File: src/rtl/mips_ctrl_pkg.sv
// Shared encodings for the multicycle MIPS control unit: opcodes, state numbers,
// datapath select codes and the packed control word driven every cycle.
package mips_ctrl_pkg;

  localparam logic [5:0] OP_RTYPE = 6'h00;
  localparam logic [5:0] OP_LW    = 6'h23;
  localparam logic [5:0] OP_SW    = 6'h2B;
  localparam logic [5:0] OP_BEQ   = 6'h04;
  localparam logic [5:0] OP_J     = 6'h02;
  localparam logic [5:0] OP_ADDI  = 6'h08;

  typedef enum logic [3:0] {
    ST_FETCH     = 4'd0,
    ST_DECODE    = 4'd1,
    ST_MEM_ADDR  = 4'd2,
    ST_MEM_READ  = 4'd3,
    ST_MEM_WB    = 4'd4,
    ST_MEM_WRITE = 4'd5,
    ST_EXECUTE   = 4'd6,
    ST_R_WB      = 4'd7,
    ST_BRANCH    = 4'd8,
    ST_JUMP      = 4'd9,
    ST_ADDI_EX   = 4'd10,
    ST_ADDI_WB   = 4'd11,
    ST_TRAP      = 4'd12
  } state_t;

  localparam logic [1:0] SRCB_REG     = 2'b00;
  localparam logic [1:0] SRCB_FOUR    = 2'b01;
  localparam logic [1:0] SRCB_IMM     = 2'b10;
  localparam logic [1:0] SRCB_IMM_SH2 = 2'b11;

  localparam logic [1:0] ALUOP_ADD    = 2'b00;
  localparam logic [1:0] ALUOP_SUB    = 2'b01;
  localparam logic [1:0] ALUOP_FUNCT  = 2'b10;

  localparam logic [1:0] PCSRC_ALU    = 2'b00;
  localparam logic [1:0] PCSRC_ALUOUT = 2'b01;
  localparam logic [1:0] PCSRC_JUMP   = 2'b10;

  typedef struct packed {
    logic       pc_write;
    logic       pc_write_cond;
    logic       i_or_d;
    logic       mem_read;
    logic       mem_write;
    logic       ir_write;
    logic       mem_to_reg;
    logic       reg_write;
    logic       reg_dst;
    logic       alu_src_a;
    logic [1:0] alu_src_b;
    logic [1:0] alu_op;
    logic [1:0] pc_source;
    logic       trap;
  } ctrl_t;

  // States whose exit back to FETCH completes (retires) an instruction.
  function automatic logic is_retire_state(input state_t s);
    case (s)
      ST_MEM_WB, ST_MEM_WRITE, ST_R_WB,
      ST_BRANCH, ST_JUMP, ST_ADDI_WB: is_retire_state = 1'b1;
      default:                        is_retire_state = 1'b0;
    endcase
  endfunction

endpackage

File: src/rtl/decodificador_despacho.sv
// Dispatch decoder: maps the opcode seen in DECODE to the state that follows it.
// Anything not in the supported set is routed to TRAP.
module decodificador_despacho
  import mips_ctrl_pkg::*;
(
  input  logic [5:0] op,
  output state_t     next_state
);

  always_comb begin
    next_state = ST_TRAP;
    case (op)
      OP_LW, OP_SW: next_state = ST_MEM_ADDR;
      OP_RTYPE:     next_state = ST_EXECUTE;
      OP_BEQ:       next_state = ST_BRANCH;
      OP_J:         next_state = ST_JUMP;
      OP_ADDI:      next_state = ST_ADDI_EX;
      default:      next_state = ST_TRAP;
    endcase
  end

endmodule

File: src/rtl/unidad_control_multiciclo.sv
// Multicycle MIPS control FSM: Moore-decoded datapath strobes, memory-ready
// stalls, sticky trap on unsupported opcodes and a retired-instruction counter.
module unidad_control_multiciclo
  import mips_ctrl_pkg::*;
(
  input  logic        CLK,
  input  logic        RST,
  input  logic [5:0]  Op,
  input  logic        Zero,
  input  logic        MemReady,
  output logic        PCWrite,
  output logic        PCWriteCond,
  output logic        IorD,
  output logic        MemRead,
  output logic        MemWrite,
  output logic        IRWrite,
  output logic        MemToReg,
  output logic        RegWrite,
  output logic        RegDst,
  output logic        ALUSrcA,
  output logic [1:0]  ALUSrcB,
  output logic [1:0]  ALUOp,
  output logic [1:0]  PCSource,
  output logic        Trap,
  output logic [3:0]  Estado,
  output logic [31:0] InstrCount
);

  state_t      state_reg;
  state_t      state_next;
  state_t      dispatch_state;
  ctrl_t       ctrl;
  ctrl_t       ctrl_out;
  logic [31:0] instr_count_reg;
  logic        retire;

  // The branch decision is taken in the datapath (PCWriteCond & Zero), so the
  // zero flag is only carried through this block.
  logic        unused_zero;
  assign unused_zero = Zero;

  decodificador_despacho u_despacho (
    .op         (Op),
    .next_state (dispatch_state)
  );

  always_ff @(posedge CLK) begin
    if (RST) begin
      state_reg       <= ST_FETCH;
      instr_count_reg <= 32'd0;
    end else begin
      state_reg <= state_next;
      if (retire)
        instr_count_reg <= instr_count_reg + 32'd1;
    end
  end

  always_comb begin
    state_next = state_reg;
    ctrl       = '0;
    case (state_reg)
      ST_FETCH: begin
        ctrl.mem_read  = 1'b1;
        ctrl.alu_src_b = SRCB_FOUR;
        ctrl.alu_op    = ALUOP_ADD;
        ctrl.pc_source = PCSRC_ALU;
        ctrl.ir_write  = MemReady;
        ctrl.pc_write  = MemReady;
        if (MemReady)
          state_next = ST_DECODE;
      end
      ST_DECODE: begin
        ctrl.alu_src_b = SRCB_IMM_SH2;
        ctrl.alu_op    = ALUOP_ADD;
        state_next     = dispatch_state;
      end
      ST_MEM_ADDR: begin
        ctrl.alu_src_a = 1'b1;
        ctrl.alu_src_b = SRCB_IMM;
        ctrl.alu_op    = ALUOP_ADD;
        state_next     = (Op == OP_LW) ? ST_MEM_READ : ST_MEM_WRITE;
      end
      ST_MEM_READ: begin
        ctrl.mem_read = 1'b1;
        ctrl.i_or_d   = 1'b1;
        if (MemReady)
          state_next = ST_MEM_WB;
      end
      ST_MEM_WB: begin
        ctrl.reg_write  = 1'b1;
        ctrl.mem_to_reg = 1'b1;
        state_next      = ST_FETCH;
      end
      ST_MEM_WRITE: begin
        ctrl.mem_write = 1'b1;
        ctrl.i_or_d    = 1'b1;
        if (MemReady)
          state_next = ST_FETCH;
      end
      ST_EXECUTE: begin
        ctrl.alu_src_a = 1'b1;
        ctrl.alu_src_b = SRCB_REG;
        ctrl.alu_op    = ALUOP_FUNCT;
        state_next     = ST_R_WB;
      end
      ST_R_WB: begin
        ctrl.reg_write = 1'b1;
        ctrl.reg_dst   = 1'b1;
        state_next     = ST_FETCH;
      end
      ST_BRANCH: begin
        ctrl.alu_src_a     = 1'b1;
        ctrl.alu_src_b     = SRCB_REG;
        ctrl.alu_op        = ALUOP_SUB;
        ctrl.pc_write_cond = 1'b1;
        ctrl.pc_source     = PCSRC_ALUOUT;
        state_next         = ST_FETCH;
      end
      ST_JUMP: begin
        ctrl.pc_write  = 1'b1;
        ctrl.pc_source = PCSRC_JUMP;
        state_next     = ST_FETCH;
      end
      ST_ADDI_EX: begin
        ctrl.alu_src_a = 1'b1;
        ctrl.alu_src_b = SRCB_IMM;
        ctrl.alu_op    = ALUOP_ADD;
        state_next     = ST_ADDI_WB;
      end
      ST_ADDI_WB: begin
        ctrl.reg_write = 1'b1;
        state_next     = ST_FETCH;
      end
      ST_TRAP: begin
        ctrl.trap = 1'b1;
      end
      default: begin
        state_next = ST_TRAP;
      end
    endcase
  end

  // Reset blanks every strobe so no PC/IR/register write slips out while held.
  assign ctrl_out = RST ? '0 : ctrl;
  assign retire   = !RST && (state_next == ST_FETCH) && is_retire_state(state_reg);

  assign PCWrite     = ctrl_out.pc_write;
  assign PCWriteCond = ctrl_out.pc_write_cond;
  assign IorD        = ctrl_out.i_or_d;
  assign MemRead     = ctrl_out.mem_read;
  assign MemWrite    = ctrl_out.mem_write;
  assign IRWrite     = ctrl_out.ir_write;
  assign MemToReg    = ctrl_out.mem_to_reg;
  assign RegWrite    = ctrl_out.reg_write;
  assign RegDst      = ctrl_out.reg_dst;
  assign ALUSrcA     = ctrl_out.alu_src_a;
  assign ALUSrcB     = ctrl_out.alu_src_b;
  assign ALUOp       = ctrl_out.alu_op;
  assign PCSource    = ctrl_out.pc_source;
  assign Trap        = ctrl_out.trap;
  assign Estado      = state_reg;
  assign InstrCount  = instr_count_reg;

endmodule

File: config.mk
export PLATFORM = sky130hd
export DESIGN_NAME = unidad_control_multiciclo
export DESIGN_NICKNAME = d
export VERILOG_FILES = /design/src/rtl/mips_ctrl_pkg.sv /design/src/rtl/decodificador_despacho.sv /design/src/rtl/unidad_control_multiciclo.sv
export SDC_FILE = /design/constraint.sdc
export NUM_CORES = 1
export LEC_CHECK = 0
export CAP_MARGIN = 20
export CORE_UTILIZATION = 48
export DETAILED_ROUTE_END_ITERATION = 10
export PLACE_DENSITY = 0.8
export SYNTH_ARGS = -nofsm -noshare
export SYNTH_HDL_FRONTEND = slang
export SYNTH_SLANG_ARGS = --single-unit
File: constraint.sdc
create_clock -name CLK -period 2.25 [get_ports CLK]
set_input_delay 0.45 -clock CLK [delete_from_list [all_inputs] [get_ports CLK]]
set_output_delay 0.45 -clock CLK [all_outputs]
set_load 0.02 [all_outputs]
==> key figures, run 1 <==
Outcome
  • Run status: completed

Synthesis
  • Primary FF master, synth: dfxtp_1
  • Synthesized area: about 0.0022 sq mm
  • Syn Nets: 305
  • Largest family of logic cells by synthesized area: simple AND/OR/NAND/NOR gates
  • Synth Area in XOR/XNOR: 1.181%
  • Post-Synth Simple-Gate Area: ~39%
  • Synth Area in Compound Gates: 17.49%
  • Synth warn: 0
  • Syn_area_per_cell: approximately 7.6 sq um
  • Mux cell area share after synthesis: 4.556%
  • #FFs+latches synth: 36
  • Post-Synth Adder-Cell Area: 0.5624%
  • Seq/Total Area, Yosys: 32.40%
  • Netlist cell types: 47
  • Async SR Flop Fraction: 0%
  • Post-Synthesis Cells: 294
  • Post-synth EDFFs: 0

Global routing
  • Gr usage total: 25.37%
  • Initial antenna violation count: 0
  • Total global routing overflow: 0
  • Vias in the first global route: 2319
  • First-pass GRT wire length: slightly above 10000 um
  • Largest net degree at the start of global routing: 24

Job
  • MaxCap Viol Count: 0

Routing
  • Metal2 WL: 3172 um
  • Routed len/inst: 14.40 um
  • Via density: 5.823
  • Routed length on met3: 305 um
  • Top sig layer: met4
  • DR iter-0 viols: 168
  • DRC viols: 0
  • Wire length on met1: 2857 um
  • Pre-antenna DRT Iters: 5
  • Antenna viol nets, final: 0
  • Final wirelength: around 6400 um
  • Detailed-route via count: about 2600

Floorplan
  • Std cell rows: 24
  • Die extent in x: 70.08 um
  • Starting density of the core: 50.40%
  • Die Ht: 70.08 um
  • Ports: 63
  • Core area: 0.004414 sq mm
  • Die Footprint: 0.004911 sq mm

Place
  • Post-DP HPWL: 4479 um
  • Pre-CTS WS: -0.3289 ns
  • Routability congestion estimate: slightly below 0.8
  • I/O Buffers: 61

Timing
  • Final setup viols: 0
  • Slew Limit Headroom: about two thirds
  • Count of final hold-check violations: 0
  • Final setup margin: ~0.11 ns
  • Final TNS setup: 0 ns
  • Max Slew Vio Count: 0
  • Final period util: ~95%
  • Clock Skews: 0.008533 ns
  • Hold WS: 0.5041 ns
  • Measured slew at the worst slew-check pin: 0.4935 ns
  • Max Freq: 466.5 MHz
  • Tmin final: around 2.1 ns
  • RSZ-0062 raised after global routing: no

Final layout
  • Most frequent cells in the layout: buf_4 (47), clkdlybuf4s50_1 (39), nor2_1 (35)
  • Register area: 728.2 sq um
  • Final Core Density: 76.22%
  • Layout cells sized above 1: between 20% and 30%
  • Nets@finish: between 400 and 500
  • Layout Area Growth over Synthesis: 51.24%
  • Multi-input gate area: 0.001458 sq mm
  • Most common cell after layout, fill and taps aside: buf_4
  • Fill count: 329
  • # diodes: 0

Worst setup path
  • Worst Path Buf+Inv: 1
  • Crit path required time: ~2.5 ns
  • Startpoint Class: primary input
  • Largest stage delay, worst path: between 0.5 and 0.6 ns
  • Worst Setup End Kind: register
  • Delay-heaviest family, CP: simple AND/OR/NAND/NOR gates
  • Slowest-stage cell, CP: or4_1
  • Critical Path AT: about 2.4 ns
  • R2R Path Start: InstrCount[5]
  • R2R Setup Slk: 0.11 ns
  • Crit-path most repeated cell: or4_1
  • Crit Path Category: in -> reg
  • CP Cell Sequence: clkdlybuf4s50_1 -> or4_1 -> a21oi_2 -> o2111ai_1 -> or4_1 -> a21oi_1
  • FF-to-FF End: InstrCount[23]
  • Worst Reg-to-Reg Cells: 5
  • Max Fanout on Critical Path: 3

CTS
  • Clk buf depth: 2
  • CTS Hold Bufs: 0
  • CTS Buf Count: 5
  • Root buffer cell: clkbuf_8
  • Worst-path clk slew: approximately 0.070 ns
  • H-tree depth: 2
  • Clk sinks: 36
  • Worst-Skew Late Latency: roughly 0.3 ns
  • CTS tree: done

Min path
  • Worst hold endpoint: InstrCount[17]
  • HP Class: reg -> reg
  • Hold Startpoint: InstrCount[17]
  • Hold Crit Depth: 2

Pwr
  • Max VDD drop: between 400 and 500 uV
  • Pwr per Cell Area: 411.4 mW/mm^2
  • Overall power: 1.384 mW
  • Pleak: roughly 1.3 nW
==> state kept, by name (all words and copies together) (netlist names) <==
signal	count
Estado	4
InstrCount	32
==> worst max-delay path by stage <==
stage | from | to | slack, ns | depth (start not counted)
final | Op[3] | InstrCount[17] | 0.11 | 6
after global routing | Op[3] | InstrCount[17] | 0.01 | 6
after CTS | Estado[2] | RegDst | 0.005 | 4
after detailed placement | MemReady | InstrCount[24] | -0.33 | 7
after global placement | MemReady | InstrCount[26] | -0.30 | 7
after floorplan | Estado[2] | PCWrite | 0.01 | 5
==> metal layers <==
metal / vias up / GRT usage (%)
li1: 1293 / -
met1: 1224 / 32.43
met2: 68 / 43.48
met3: 12 / 4.040
met4: 0 / 8.222
met5: - / 0
==> cells in the mapped netlist (all sizes together), types with 2 or more instances <==
cell type / number / share of area [%]
mux2: 9 / 4.6
or4: 12 / 4.0
buf: 9 / 2.2
nand3: 9 / 2.0
o21a: 2 / 0.67
nand2: 19 / 3.2
a31oi: 2 / 0.56
nor3: 14 / 3.4
inv: 9 / 1.5
nor3b: 2 / 0.67
a22oi: 2 / 0.67
xnor2: 3 / 1.2
o31ai: 11 / 3.7
nand2b: 6 / 1.7
o311ai: 2 / 0.79
nor4: 11 / 3.1
nor4b: 2 / 0.79
nor2b: 9 / 2.5
clkbuf: 8 / 1.3
nand4: 15 / 4.2
o21ai: 14 / 3.1
and3: 2 / 0.56
nor2: 35 / 5.9
or3: 11 / 3.1
a21oi: 22 / 4.9
or2: 3 / 0.84
dfxtp: 36 / 32
==> power breakdown <==
part | internal (mW) | total, mW | switching [mW]
clock network | 0.249 | 0.497 | 0.248
registers | 0.643 | 0.656 | 0.0134
logic | 0.113 | 0.231 | 0.118
==> logic make-up (layout without fill, tap and decap cells) <==
group	Yosys count	in the layout
buffers and inverters	26	126
and+or+nand+nor	156	156
adders and majority gates	1	1
xor gates and xnor gates	3	3
AOI/OAI and AO/OA	63	63
DFF	36	36
muxes	9	9
==> final cells by class <==
type	count	area share, %
Multi-Input combinational cell	232	43.32
Timing Repair Buffer	109	29.30
Sequential cell	36	21.64
Inverter	9	1.004
Clock buffer	7	2.566
Clock inverter	1	0.2231
Tap cell	52	1.934
==> metrics by stage <==
stage          instances  instance area [sq um]
2_1_floorplan        294                   2225
3_3_place_gp         437                   3181
3_5_place_dp         437                   3181
4_1_cts              445                   3291
5_1_grt              446                   3364
6_report             446                   3364
==> worst register-to-register path, delay by kind of cell, from the launching register on <==
family / cells / cell delay (ns)
AND/OR/NAND/NOR: 4 / 1.26
flip-flops: 1 / 0.41
multiplexers: 1 / 0.37
==> repair_timing <==
action                     in CTS  in global routing
setup endpoints to repair      21                 19
cloned                          0                  0
buffers inserted                0                  1
hold endpoints to repair        0                  0
pin swaps                       0                  1
resized for setup              21                 17
(Power assumes the default switching activity.)
==> inputs of run 2 (changes only) <==
CORE_UTILIZATION = 52   (was 48)
CTS_CLUSTER_SIZE = 14   (was default)
GPL_ROUTABILITY_DRIVEN = 0   (was default)
PLACE_DENSITY = 0.86   (was 0.8)
clock period = 2.8 ns   (was 2.25 ns; I/O delays follow)
==> key figures, run 2 (same netlist as run 1, synthesis figures left out) <==
Outcome
  • Run status: completed

CTS
  • CTS tree: done
  • Clk sinks: 36 (unchanged)
  • Root buffer cell: clkbuf_8
  • Worst-path clk slew: 0.07 ns (about the same)
  • CTS Buf Count: 5 (unchanged)
  • H-tree depth: 2 (unchanged)
  • Worst-Skew Late Latency: 0.29 ns (about the same)
  • Clk buf depth: 2 (unchanged)

Floorplan
  • Starting density of the core: 54.83% (+4.4 points)
  • Die extent in x: 67.41 um (-3.8%)
  • Die Ht: 67.41 um (-3.8%)
  • Std cell rows: 23 (-4.2%)
  • Ports: 63 (unchanged)
  • Core area: 0.004058 sq mm (-8.1%)
  • Die Footprint: 0.004543 sq mm (-7.5%)

Worst setup path
  • Max Fanout on Critical Path: 6 (+3)
  • Crit-path most repeated cell: clkdlybuf4s50_1
  • Slowest-stage cell, CP: clkdlybuf4s50_1
  • Worst Path Buf+Inv: 2 (+1)
  • Largest stage delay, worst path: 0.60 ns (+0.09 ns)
  • Crit Path Category: in -> out
  • Delay-heaviest family, CP: buffers and inverters
  • CP Cell Sequence: clkdlybuf4s50_1 -> nand2_1 -> nor2_1 -> or2_2 -> clkdlybuf4s50_1
  • Critical Path AT: 2.07 ns (-0.30 ns)
  • Startpoint Class: primary input
  • Worst Setup End Kind: output pin
  • Crit path required time: 2.24 ns (-0.24 ns)

Routing
  • DR iter-0 viols: 155 (-7.7%)
  • Routed length on met3: 315 um (+3.3%)
  • Antenna viol nets, final: 0 (unchanged)
  • Metal2 WL: 2937 um (-7.4%)
  • Wire length on met1: 2640 um (-7.6%)
  • Top sig layer: met4
  • DRC viols: 0 (unchanged)
  • Routed len/inst: 14.67 um (+1.9%)
  • Detailed-route via count: 2461 (-5.2%)
  • Via density: 6.032 (+3.6%)
  • Pre-antenna DRT Iters: 4 (-1)
  • Final wirelength: 5986 um (-6.8%)

Pwr
  • Pleak: 0.9256 nW (-28%)
  • Overall power: 1.035 mW (-25%)
  • Max VDD drop: 303.5 uV (-30%)
  • Pwr per Cell Area: 345.7 mW/mm^2 (-16%)

Timing
  • Final period util: 94.09%
  • Final setup margin: 0.1655 ns (+0.05912 ns)
  • RSZ-0062 raised after global routing: no
  • Clock Skews: 0.004081 ns (-0.004452 ns)
  • Count of final hold-check violations: 0 (unchanged)
  • Slew Limit Headroom: 26.97% (-40 points)
  • Tmin final: 2.635 ns
  • Final setup viols: 0 (unchanged)
  • Measured slew at the worst slew-check pin: 1.078 ns (+0.5849 ns)
  • Max Freq: around 380 MHz
  • Max Slew Vio Count: 0 (unchanged)
  • Hold WS: 0.4993 ns (-0.004789 ns)

Global routing
  • Total global routing overflow: 0 (unchanged)
  • Vias in the first global route: 2297 (-0.95%)
  • Largest net degree at the start of global routing: 32 (+33%)
  • Gr usage total: 27.84% (+2.5 points)
  • First-pass GRT wire length: 9660 um (-5.7%)
  • Initial antenna violation count: 0 (unchanged)

Final layout
  • # diodes: 0 (unchanged)
  • Most frequent cells in the layout: clkdlybuf4s50_1 (60), nor2_1 (35), dfxtp_1 (32)
  • Fill count: 333 (+1.2%)
  • Most common cell after layout, fill and taps aside: clkdlybuf4s50_1
  • Layout Area Growth over Synthesis: 34.53%
  • Final non-filler cell total: 408 (-8.5%)
  • Final Core Density: 73.76% (-2.5 points)
  • Max reg flops: 32 (unchanged)
  • Nets@finish: 369 (-8.7%)
  • Layout cells sized above 1: 11.17% (-11 points)

Place
  • Dpl cells: 401 (-8.2%)
  • I/O Buffers: 61 (unchanged)
  • Pre-CTS WS: -0.02718 ns (+0.3018 ns)
  • Post-DP HPWL: 4202 um (-6.2%)

Job
  • MaxCap Viol Count: 0 (unchanged)

Min path
  • HP Class: reg -> reg
run 2: worst reg2reg max path, cell delays in order (launching register included):
cell and delay (ns):
dfxtp_2 0.46, nor2b_1 0.11, buf_4 0.18, a221oi_1 0.29
o311ai_1 0.36, nor4_1 0.49, mux2_2 0.38
run 2: final timing paths:
check / startpoint / end / slack, ns / cells after the start
worst max-delay path: MemReady / PCWrite / 0.17 / 5
worst min-delay path: InstrCount[21] / InstrCount[21] / 0.50 / 2
worst max register to register: Estado[0] / InstrCount[24] / 0.43 / 6
worst min register to register: InstrCount[21] / InstrCount[21] / 0.50 / 2
run 2: per-stage QoR:
stage,TNS [ns],instance area [sq um]
after floorplan,0,2225
after global placement,0,2910
after detailed placement,-0.05070,2910
after CTS,0,2988
after global routing,0,2993
final,0,2993
run 2: area by class of cell:
class | count | area (sq um) | share of cell area [%]
sequential | 36 | 725.7 | 24.25
timing repair buffer | 74 | 703.2 | 23.49
clock inverter | 1 | 5.005 | 0.1672
multi-input combinational | 232 | 1390 | 46.45
tap | 50 | 62.56 | 2.090
clock buffer | 6 | 72.57 | 2.425
inverter | 9 | 33.78 | 1.129
run 2: where the power goes:
group / total (mW) / internal, mW / switching [mW]
combinational: 0.152 / 0.0677 / 0.0841
clock: 0.351 / 0.169 / 0.182
sequential: 0.532 / 0.517 / 0.0143
run 2: what timing repair did:
item,4_1_cts,5_1_grt
endpoints found under the hold margin,0,0
hold buffers,0,0
resized for setup,0,4
setup endpoints to repair,0,5
setup buffers,0,0
run 2: per-layer routing:
metal / global-route usage (%) / up-vias
met5: 0 / -
met4: 13.56 / 0
met3: 7.264 / 12
met2: 47.88 / 74
met1: 31.71 / 1148
li1: - / 1227
